`src/rtl/cascade_stage_scheduler_if.sv`:
```
// Bundle between the window scanner, the stage database / tree evaluator datapath and the cascade scheduler.
// master = scheduler side, slave = surrounding datapath and scanner.
interface cascade_stage_scheduler_if #(
  parameter int NUM_STAGES    = 4,
  parameter int DATA_WIDTH_16 = 16,
  parameter int ACC_WIDTH     = 20
);
  logic                            i_start;
  logic                            i_tree_valid;
  logic signed [DATA_WIDTH_16-1:0] i_tree_value;
  logic                            i_end_database;
  logic signed [DATA_WIDTH_16-1:0] i_stage_threshold;

  logic                            o_stage_reset;
  logic [NUM_STAGES-1:0]           o_stage_enable;
  logic [3:0]                      o_stage_index;
  logic signed [ACC_WIDTH-1:0]     o_score;
  logic                            o_busy;
  logic                            o_done;
  logic                            o_face;
  logic                            o_error;

  modport master (
    input  i_start, i_tree_valid, i_tree_value, i_end_database, i_stage_threshold,
    output o_stage_reset, o_stage_enable, o_stage_index, o_score,
    output o_busy, o_done, o_face, o_error
  );

  modport slave (
    output i_start, i_tree_valid, i_tree_value, i_end_database, i_stage_threshold,
    input  o_stage_reset, o_stage_enable, o_stage_index, o_score,
    input  o_busy, o_done, o_face, o_error
  );
endinterface

```
`src/rtl/cascade_stage_scheduler.sv`:
```
// Haar cascade sequencer: per stage CLEAR(1) + RUN(N) + COMPARE(1), verdict pulse one cycle after the last COMPARE.
// No backpressure: votes/end strobes are sampled only in RUN; i_start is dropped unless idle.
module cascade_stage_scheduler #(
  parameter int NUM_STAGES     = 4,
  parameter int DATA_WIDTH_16  = 16,
  parameter int ACC_WIDTH      = 20,
  parameter int TIMEOUT_CYCLES = 1023
) (
  input logic                       clk,
  input logic                       reset,
  cascade_stage_scheduler_if.master bus
);

  localparam int TW = $clog2(TIMEOUT_CYCLES + 1);
  localparam logic [TW-1:0] TO_LAST    = TW'(TIMEOUT_CYCLES - 1);
  localparam logic [3:0]    LAST_STAGE = 4'(NUM_STAGES - 1);
  localparam logic signed [ACC_WIDTH-1:0] ACC_MAX = {1'b0, {(ACC_WIDTH-1){1'b1}}};
  localparam logic signed [ACC_WIDTH-1:0] ACC_MIN = {1'b1, {(ACC_WIDTH-1){1'b0}}};

  typedef enum logic [2:0] {S_IDLE, S_CLEAR, S_RUN, S_COMPARE, S_DONE} state_t;

  state_t                          state;
  logic [TW-1:0]                   timeout_cnt;
  logic signed [DATA_WIDTH_16-1:0] threshold_q;
  logic signed [ACC_WIDTH:0]       sum_wide;
  logic signed [ACC_WIDTH-1:0]     score_next;
  logic signed [ACC_WIDTH-1:0]     threshold_ext;

  // One guard bit is enough: both operands fit in ACC_WIDTH signed bits.
  assign sum_wide      = (ACC_WIDTH+1)'($signed(bus.o_score)) + (ACC_WIDTH+1)'($signed(bus.i_tree_value));
  assign threshold_ext = ACC_WIDTH'($signed(threshold_q));

  always_comb begin
    score_next = sum_wide[ACC_WIDTH-1:0];
    if (sum_wide[ACC_WIDTH] != sum_wide[ACC_WIDTH-1])
      score_next = sum_wide[ACC_WIDTH] ? ACC_MIN : ACC_MAX;
  end

  always_ff @(posedge clk or posedge reset) begin
    if (reset) begin
      state              <= S_IDLE;
      timeout_cnt        <= '0;
      threshold_q        <= '0;
      bus.o_stage_reset  <= 1'b0;
      bus.o_stage_enable <= '0;
      bus.o_stage_index  <= '0;
      bus.o_score        <= '0;
      bus.o_busy         <= 1'b0;
      bus.o_done         <= 1'b0;
      bus.o_face         <= 1'b0;
      bus.o_error        <= 1'b0;
    end else begin
      bus.o_stage_reset <= 1'b0;
      bus.o_done        <= 1'b0;
      bus.o_error       <= 1'b0;
      case (state)
        S_IDLE: begin
          if (bus.i_start) begin
            state             <= S_CLEAR;
            bus.o_busy        <= 1'b1;
            bus.o_stage_index <= '0;
            bus.o_score       <= '0;
            bus.o_face        <= 1'b0;
            bus.o_stage_reset <= 1'b1;
            timeout_cnt       <= '0;
          end
        end
        S_CLEAR: begin
          state              <= S_RUN;
          bus.o_stage_enable <= NUM_STAGES'(1) << bus.o_stage_index;
        end
        S_RUN: begin
          timeout_cnt <= timeout_cnt + TW'(1);
          if (bus.i_tree_valid)
            bus.o_score <= score_next;
          // A final vote arriving with the end strobe is still summed before COMPARE.
          if (bus.i_end_database) begin
            state              <= S_COMPARE;
            threshold_q        <= bus.i_stage_threshold;
            bus.o_stage_enable <= '0;
          end else if (timeout_cnt == TO_LAST) begin
            state              <= S_DONE;
            bus.o_stage_enable <= '0;
            bus.o_done         <= 1'b1;
            bus.o_error        <= 1'b1;
          end
        end
        S_COMPARE: begin
          if (bus.o_score < threshold_ext) begin
            state      <= S_DONE;
            bus.o_done <= 1'b1;
          end else if (bus.o_stage_index == LAST_STAGE) begin
            state      <= S_DONE;
            bus.o_face <= 1'b1;
            bus.o_done <= 1'b1;
          end else begin
            state             <= S_CLEAR;
            bus.o_stage_index <= bus.o_stage_index + 4'd1;
            bus.o_score       <= '0;
            bus.o_stage_reset <= 1'b1;
            timeout_cnt       <= '0;
          end
        end
        S_DONE: begin
          state      <= S_IDLE;
          bus.o_busy <= 1'b0;
        end
        default: state <= S_IDLE;
      endcase
    end
  end

endmodule

```
`src/flat_wrapper.sv`:
```
// flat-port wrapper written by rule: the top's interface ports become plain ports
module cascade_stage_scheduler_flat 
#(
  parameter int NUM_STAGES     = 4,
  parameter int DATA_WIDTH_16  = 16,
  parameter int ACC_WIDTH      = 20,
  parameter int TIMEOUT_CYCLES = 1023
)
  (clk, reset, bus_i_start, bus_i_tree_valid, bus_i_tree_value, bus_i_end_database, bus_i_stage_threshold, bus_o_stage_reset, bus_o_stage_enable, bus_o_stage_index, bus_o_score, bus_o_busy, bus_o_done, bus_o_face, bus_o_error);
  cascade_stage_scheduler_if #(.NUM_STAGES(NUM_STAGES), .DATA_WIDTH_16(DATA_WIDTH_16), .ACC_WIDTH(ACC_WIDTH)) bus_i ();
  input logic clk;
  input logic reset;
  input wire logic [$bits(bus_i.i_start)-1:0] bus_i_start;
  input wire logic [$bits(bus_i.i_tree_valid)-1:0] bus_i_tree_valid;
  input wire logic [$bits(bus_i.i_tree_value)-1:0] bus_i_tree_value;
  input wire logic [$bits(bus_i.i_end_database)-1:0] bus_i_end_database;
  input wire logic [$bits(bus_i.i_stage_threshold)-1:0] bus_i_stage_threshold;
  output wire logic [$bits(bus_i.o_stage_reset)-1:0] bus_o_stage_reset;
  output wire logic [$bits(bus_i.o_stage_enable)-1:0] bus_o_stage_enable;
  output wire logic [$bits(bus_i.o_stage_index)-1:0] bus_o_stage_index;
  output wire logic [$bits(bus_i.o_score)-1:0] bus_o_score;
  output wire logic [$bits(bus_i.o_busy)-1:0] bus_o_busy;
  output wire logic [$bits(bus_i.o_done)-1:0] bus_o_done;
  output wire logic [$bits(bus_i.o_face)-1:0] bus_o_face;
  output wire logic [$bits(bus_i.o_error)-1:0] bus_o_error;
  assign bus_i.i_start = bus_i_start;
  assign bus_i.i_tree_valid = bus_i_tree_valid;
  assign bus_i.i_tree_value = bus_i_tree_value;
  assign bus_i.i_end_database = bus_i_end_database;
  assign bus_i.i_stage_threshold = bus_i_stage_threshold;
  assign bus_o_stage_reset = bus_i.o_stage_reset;
  assign bus_o_stage_enable = bus_i.o_stage_enable;
  assign bus_o_stage_index = bus_i.o_stage_index;
  assign bus_o_score = bus_i.o_score;
  assign bus_o_busy = bus_i.o_busy;
  assign bus_o_done = bus_i.o_done;
  assign bus_o_face = bus_i.o_face;
  assign bus_o_error = bus_i.o_error;
  cascade_stage_scheduler #(.NUM_STAGES(NUM_STAGES), .DATA_WIDTH_16(DATA_WIDTH_16), .ACC_WIDTH(ACC_WIDTH), .TIMEOUT_CYCLES(TIMEOUT_CYCLES)) u_core (.clk(clk), .reset(reset), .bus(bus_i));
endmodule
```
`config.mk`:
```
export PLATFORM = sky130hd
export DESIGN_NAME = cascade_stage_scheduler_flat
export DESIGN_NICKNAME = d
export VERILOG_FILES = /design/src/rtl/cascade_stage_scheduler_if.sv /design/src/rtl/cascade_stage_scheduler.sv /design/src/flat_wrapper.sv
export SDC_FILE = /design/constraint.sdc
export NUM_CORES = 1
export LEC_CHECK = 0
export CORE_MARGIN = 8
export CORE_UTILIZATION = 45
export DETAILED_ROUTE_END_ITERATION = 12
export GPL_ROUTABILITY_DRIVEN = 0
export PLACE_DENSITY = 0.71
export SYNTH_ARGS = -nofsm -noshare
export SYNTH_HDL_FRONTEND = slang
export SYNTH_SLANG_ARGS = --single-unit
```
`constraint.sdc`:
```
create_clock -name clk -period 2.2 [get_ports clk]
set_input_delay 0.44 -clock clk [delete_from_list [all_inputs] [get_ports clk]]
set_output_delay 0.44 -clock clk [all_outputs]
set_load 0.01 [all_outputs]
```
* After elaboration in Yosys (flattened, before gate mapping)
Index checks and enable logic that the tools add are counted.
** Word-level totals
- Bits in registers :: 62
- Output and inout bits :: 33
- Word-level logic and storage cells :: 82
- Input bits :: 37
** Cells by class
- Shifts and indexed selects :: 1
- $lt $le $gt $ge :: 1
- Muxes and demuxes :: 40
- Equality and inequality tests :: 13
- Reductions and logical operators :: 13
- Add/subtract/negate cells :: 3
** Operators with widths (number)
- 20-bit two-way mux :: 6
- 20-bit one-hot mux with 3 select lines :: 1
- 10-bit two-way mux :: 3
- 10-bit one-hot mux with 3 select lines :: 1
- 20-bit by 16-bit adder with 21-bit output :: 1
- 20-bit by 16-bit less-than comparator with 1-bit output :: 1
- 4-bit two-way mux :: 5
- 4-bit one-hot mux with 2 select lines :: 2
- 3-bit two-way mux :: 5
- 1-bit two-way mux :: 12
- 3-bit one-hot mux with 4 select lines :: 1
- 4-bit AND reduction :: 3
- 10-bit by 1-bit adder with 10-bit output (second input constant) :: 1
- 10-bit == test (second input constant) :: 1
- 2-bit != test (second input constant) :: 4
- 1-bit one-hot mux with 2 select lines :: 4
- 2-bit AND reduction :: 4
- 3-bit by 2-bit == test with 1-bit output (second input constant) :: 2
- 2-bit nonzero test :: 3
- 5-bit AND reduction :: 1
- 4-bit by 1-bit adder with 4-bit output (second input constant) :: 1
- 4-bit by 2-bit == test with 1-bit output (second input constant) :: 1
- 1-bit by 4-bit left shift with 4-bit output (first input constant) :: 1
- 3-bit by 1-bit == test with 1-bit output (second input constant) :: 1
- 6 further kinds :: 6

* Depth between registers and ports, before layout
- Word-level depth :: 5
- Mapped depth :: 11
- Depth with buffers taken out :: 10

* Worst setup path after synthesis
No wires, ideal clock.
- Kind :: register to register
- Start :: reg u_core.bus.o_score[0]
- End :: reg u_core.bus.o_score[10]
- Clock period less this slack :: 2.438 ns
- Arrival :: 2.351 ns
- Path buffers :: 1
- Setup time :: 0.087 ns
- Cell stages (with the launch flop) :: 12
- Data required time :: 2.113 ns
- Setup slack :: -0.238 ns
- Cells stage by stage :: dfrtp_1 -> ha_1 -> inv_1 -> fa_1 -> nor2b_1 -> o31a_1 -> o2111ai_2 -> and3b_1 -> o211ai_2 -> o211ai_4 -> buf_6 -> a22oi_1
** On the way
- Longest elaborated chain between the ends :: 5
- Elaborated cells on any way between the ends :: 9
- Those cells by class :: add/sub: 1; order compare: 1; eq/ne: 2; mux: 4; reduce/logical: 1
** RTL lines
- from (decl) :: RTL line cascade_stage_scheduler_if.sv:25 : output o_stage_reset, o_stage_enable, o_stage_index, o_score,
- from (signal assigned) :: RTL line cascade_stage_scheduler.sv:75 : bus.o_score <= score_next;
- 20-bit by 16-bit adder with 21-bit output :: RTL line cascade_stage_scheduler.sv:30 : assign sum_wide = (ACC_WIDTH+1)'($signed(bus.o_score)) + (ACC_WIDTH+1)'($signed(bus.i_tree_value));
- 20-bit two-way mux / 1-bit != test (equally long branches) :: RTL line cascade_stage_scheduler.sv:36, cascade_stage_scheduler.sv:35
- 20-bit two-way mux :: RTL line cascade_stage_scheduler.sv:35 : if (sum_wide[ACC_WIDTH] != sum_wide[ACC_WIDTH-1])
- 20-bit two-way mux :: RTL line cascade_stage_scheduler.sv:74 : if (bus.i_tree_valid)
- 20-bit one-hot mux with 3 select lines :: RTL line cascade_stage_scheduler.sv:56 : case (state)
Parallel ways exist; a longest one is shown, timed or not. The select of a mux whose other input is x is not followed.
A chain may end at the register's enable or synchronous reset.

* Final worst setup path
- Start :: in bus_i_tree_value[2]
- End :: reg u_core.bus.o_score[18]
** On the way
- Longest elaborated chain between the ends :: 5
- Elaborated cells on any way between the ends :: 6
- Those cells by class :: add/sub: 1; eq/ne: 1; mux: 4
** RTL lines
- from (decl) :: RTL line flat_wrapper.sv:15 : input wire logic [$bits(bus_i.i_tree_value)-1:0] bus_i_tree_value;
- 20-bit by 16-bit adder with 21-bit output * :: RTL line cascade_stage_scheduler.sv:30
- 20-bit two-way mux / 1-bit != test (equally long branches) :: RTL line cascade_stage_scheduler.sv:36, cascade_stage_scheduler.sv:35
- 20-bit two-way mux * :: RTL line cascade_stage_scheduler.sv:35
- 20-bit two-way mux * :: RTL line cascade_stage_scheduler.sv:74
- 20-bit one-hot mux with 3 select lines * :: RTL line cascade_stage_scheduler.sv:56
Every way passes the cells marked *; elsewhere a longest branch is shown, timed or not. The select of a mux whose other input is x is not followed.

==> results.cfg <==
[power_and_ir_drop]
peakVddDrop_uv = 645
leakage_nw = 3.25
total_power_mw = 9.36
cellPowerDensity_nw_per_um2 = 1330

[yosys]
synth_seq_cells = 62
yosys.area.top_type_share = 0.344
synth_area_um2 = 4510
ys_types = 68
syn_area_per_cell_um2 = 8.85
ys_seq_area_frac = 0.344
ys.flop_type = dfrtp_1
synth_area_leaders = dfrtp_1 34%, ha_1 12%, nand2_1 5.9%
syn_nets = 590
synth_cells = 510
synth-edff-count = 0
yosys.area.top_type = dfrtp_1
ys_warn_count = 0
async_flop_share = 1.00

[timing]
drv_slew = 0
setup_viol = 37
rsz0062_at_grt = yes
finalCritPeriodShare = 1.20
hold_viol_final = 0
skew_ps = 7.68
fin_ws_ps = -442
tightest_slew_ps = 481
fmax_mhz = 378
tns_ps = -10920
final.min_clock_period_ps = 2640
relSlewSlack = 0.671

[route]
post_drt_wl_per_cell_um = 17.5
postRouteAntennaNets = 0
wl_met3_um = 820
wl_met2_mm = 7.40
dr.first_iter.drc_count = 247
wl_met1_mm = 6.12
num_vias = 4780
route.detailed.drc = 0
dr.pass1.iters = 4
avgViaCountPerCell = 5.63
drt_wl_total_mm = 14.9
top_layer_used = met4

[cts]
cts_max_path_buffers = 2
path_clk_slew_ps = 80
cts_num_sinks = 62
clkLatencyLatePin_ps = 340
tritoncts = built
root_buffer = clkbuf_8
numCtsBuffers = 9
ctsHoldBuffers = 0
cts_max_level = 3

[run_status]
outcome = finished, violations left
violations = setup timing

[global_route]
grt_start_max_net_pins = 63
grt_antenna_before_repair = 0
track_usage = 0.222
grt_pass1_vias = 4996
grt-ovfl-total = 0
grt_pass1_wl_mm = 23.9

[worst_hold_path]
hp-class = input pin to asynchronous set/reset pin

[worst_setup_path]
end_kind = flop
critPathLaunchType = input pin
r2r_start = u_core.bus.o_score[0]$_DFFE_PP0P_
crit_type = input pin to flop
endpoint = u_core.bus.o_score[18]$_DFFE_PP0P_
arrival_ps = 2850
r2r_slack_ps = -440
worstRegToRegCells = 11
required_ps = 2410
worstSetupStartpoint = bus_i_tree_value[2]
r2r_end = u_core.bus.o_score[18]$_DFFE_PP0P_
path_max_fanout = 3

[placement]
dp_hpwl_mm = 10.2
io_buffers = 69

[floorplanning]
num_rows = 36
die_y_um = 116
io_pins = 70
dieArea_um2 = 13500
core_region_area_um2 = 9770
die_w_um = 116
initial_utilization = 0.462

[cells_and_area]
nets = 792
multiInputGateArea_um2 = 3220
drive_above_1_share = 0.324
area_growth_pct = 55.9
seqCellArea_um2 = 1550
diodes = 0
fillers = 735

[flow_run]
max_cap_viol_count = 0
## per-layer routing
layer  global-route usage  vias up
li1                     -     2294
met2                0.384      169
met3               0.0465       45
met5                    0        -
met4                0.112        0
met1                0.256     2272
## worst min-delay path by stage
stage	from	endpoint	slack (ps)	cells past startpoint
2_1_floorplan	u_core.timeout_cnt[7]$_DFFE_PP0P_	u_core.timeout_cnt[7]$_DFFE_PP0P_	440	1
3_3_place_gp	u_core.timeout_cnt[7]$_DFFE_PP0P_	u_core.timeout_cnt[7]$_DFFE_PP0P_	460	1
3_5_place_dp	u_core.timeout_cnt[7]$_DFFE_PP0P_	u_core.timeout_cnt[7]$_DFFE_PP0P_	470	1
4_1_cts	reset	u_core.bus.o_stage_reset$_DFF_PP0_	470	3
5_1_grt	reset	u_core.bus.o_stage_reset$_DFF_PP0_	510	3
6_report	reset	u_core.bus.o_stage_reset$_DFF_PP0_	470	3
## logic make-up (layout without fill, tap and decap cells)
group                      after synthesis  in the layout  synth area share
AOI/OAI and AO/OA                      161            164             0.251
xor gates and xnor gates                13             13            0.0269
adders and majority gates               43             43             0.121
buffers and inverters                   44            247            0.0441
DFF                                     62             62             0.344
muxes                                    4              4           0.00943
and+or+nand+nor                        183            183             0.204
## cell type report
class / count / area share
Clock buffer: 10 / 0.0196
Clock inverter: 5 / 0.00516
Inverter: 26 / 0.0142
Multi-Input combinational cell: 407 / 0.458
Sequential cell: 62 / 0.221
Tap cell: 133 / 0.0236
Timing Repair Buffer: 206 / 0.259
## cells in the final DEF, fill, tap and decap left out, drive strengths merged, types with 3 or more instances in the layout
| cell | n |
|---|---|
| a2111oi | 5 |
| a211o | 6 |
| a211oi | 5 |
| a21o | 8 |
| a21oi | 39 |
| a22oi | 16 |
| a31oi | 8 |
| a32oi | 3 |
| and2 | 7 |
| and3 | 11 |
| buf | 137 |
| clkbuf | 10 |
| clkdlybuf4s50 | 66 |
| clkinvlp | 3 |
| dfrtp | 62 |
| dlygate4sd2 | 3 |
| ha | 42 |
| inv | 26 |
| nand2 | 72 |
| nand2b | 7 |
| nand3 | 14 |
| nand4 | 6 |
| nor2 | 22 |
| nor2b | 4 |
| nor3 | 16 |
| nor3b | 10 |
| o211a | 3 |
| o211ai | 7 |
| o21a | 6 |
| o21ai | 32 |
| o21bai | 4 |
| o31ai | 9 |
| or3 | 5 |
| xnor2 | 10 |
| xor2 | 3 |
## sequential cells by signal (all words and copies together), names as in the netlist
register / cells
u_core.bus.o_stage_reset: 1
u_core.bus.o_done: 1
u_core.timeout_cnt: 10
u_core.bus.o_error: 1
u_core.bus.o_stage_index: 4
u_core.bus.o_busy: 1
u_core.bus.o_stage_enable: 4
u_core.bus.o_face: 1
u_core.bus.o_score: 20
u_core.threshold_q: 16
u_core.state: 3
## synth_stat cells, types with 8 or more instances
| library cell | instances |
|---|---|
| nand3_1 | 14 |
| nor2_1 | 22 |
| inv_1 | 26 |
| a21oi_1 | 38 |
| a31oi_1 | 8 |
| clkbuf_1 | 8 |
| nand2_1 | 71 |
| ha_1 | 42 |
| nor3_1 | 15 |
| nor3b_1 | 10 |
| a22oi_1 | 15 |
| o21ai_0 | 31 |
| a21o_1 | 8 |
| xnor2_1 | 9 |
| dfrtp_1 | 62 |
| and3_1 | 10 |
## power breakdown
group / switching, mW / leakage (nW) / total, mW / internal, mW
logic: 3.33 / 2.36 / 6.64 / 3.30
clock network: 0.473 / 0.0804 / 0.906 / 0.432
registers: 0.293 / 0.808 / 1.82 / 1.53
total: 4.10 / 3.25 / 9.36 / 5.26
## per-stage QoR
step | hold WS (ps) | utilization | instances | setup slack [ps] | cell area (um^2)
after global routing | 513 | 0.720 | 849 | -526 | 7040
after detailed placement | 467 | 0.642 | 813 | -1040 | 6270
final | 467 | 0.720 | 849 | -442 | 7040
after global placement | 460 | 0.642 | 813 | -829 | 6270
after floorplan | 442 | - | 510 | -196 | 4590
after CTS | 474 | 0.702 | 844 | -445 | 6860
## worst max-delay path, stage by stage
cell and delay, ps:
clkdlybuf4s50_1 400, ha_1 290, nor2b_4 140, o31a_1 310, buf_6 160, o31ai_4 250
a21oi_2 120, or4_4 440, a32oi_2 210, a22oi_1 90
## what timing repair did
action / 4_1_cts / 5_1_grt
buffers inserted: 15 / 5
setup endpoints to repair: 37 / 39
pin swaps: 48 / 17
gates resized for setup: 53 / 30
cloned: 3 / 0
(Power assumes the default switching activity.)
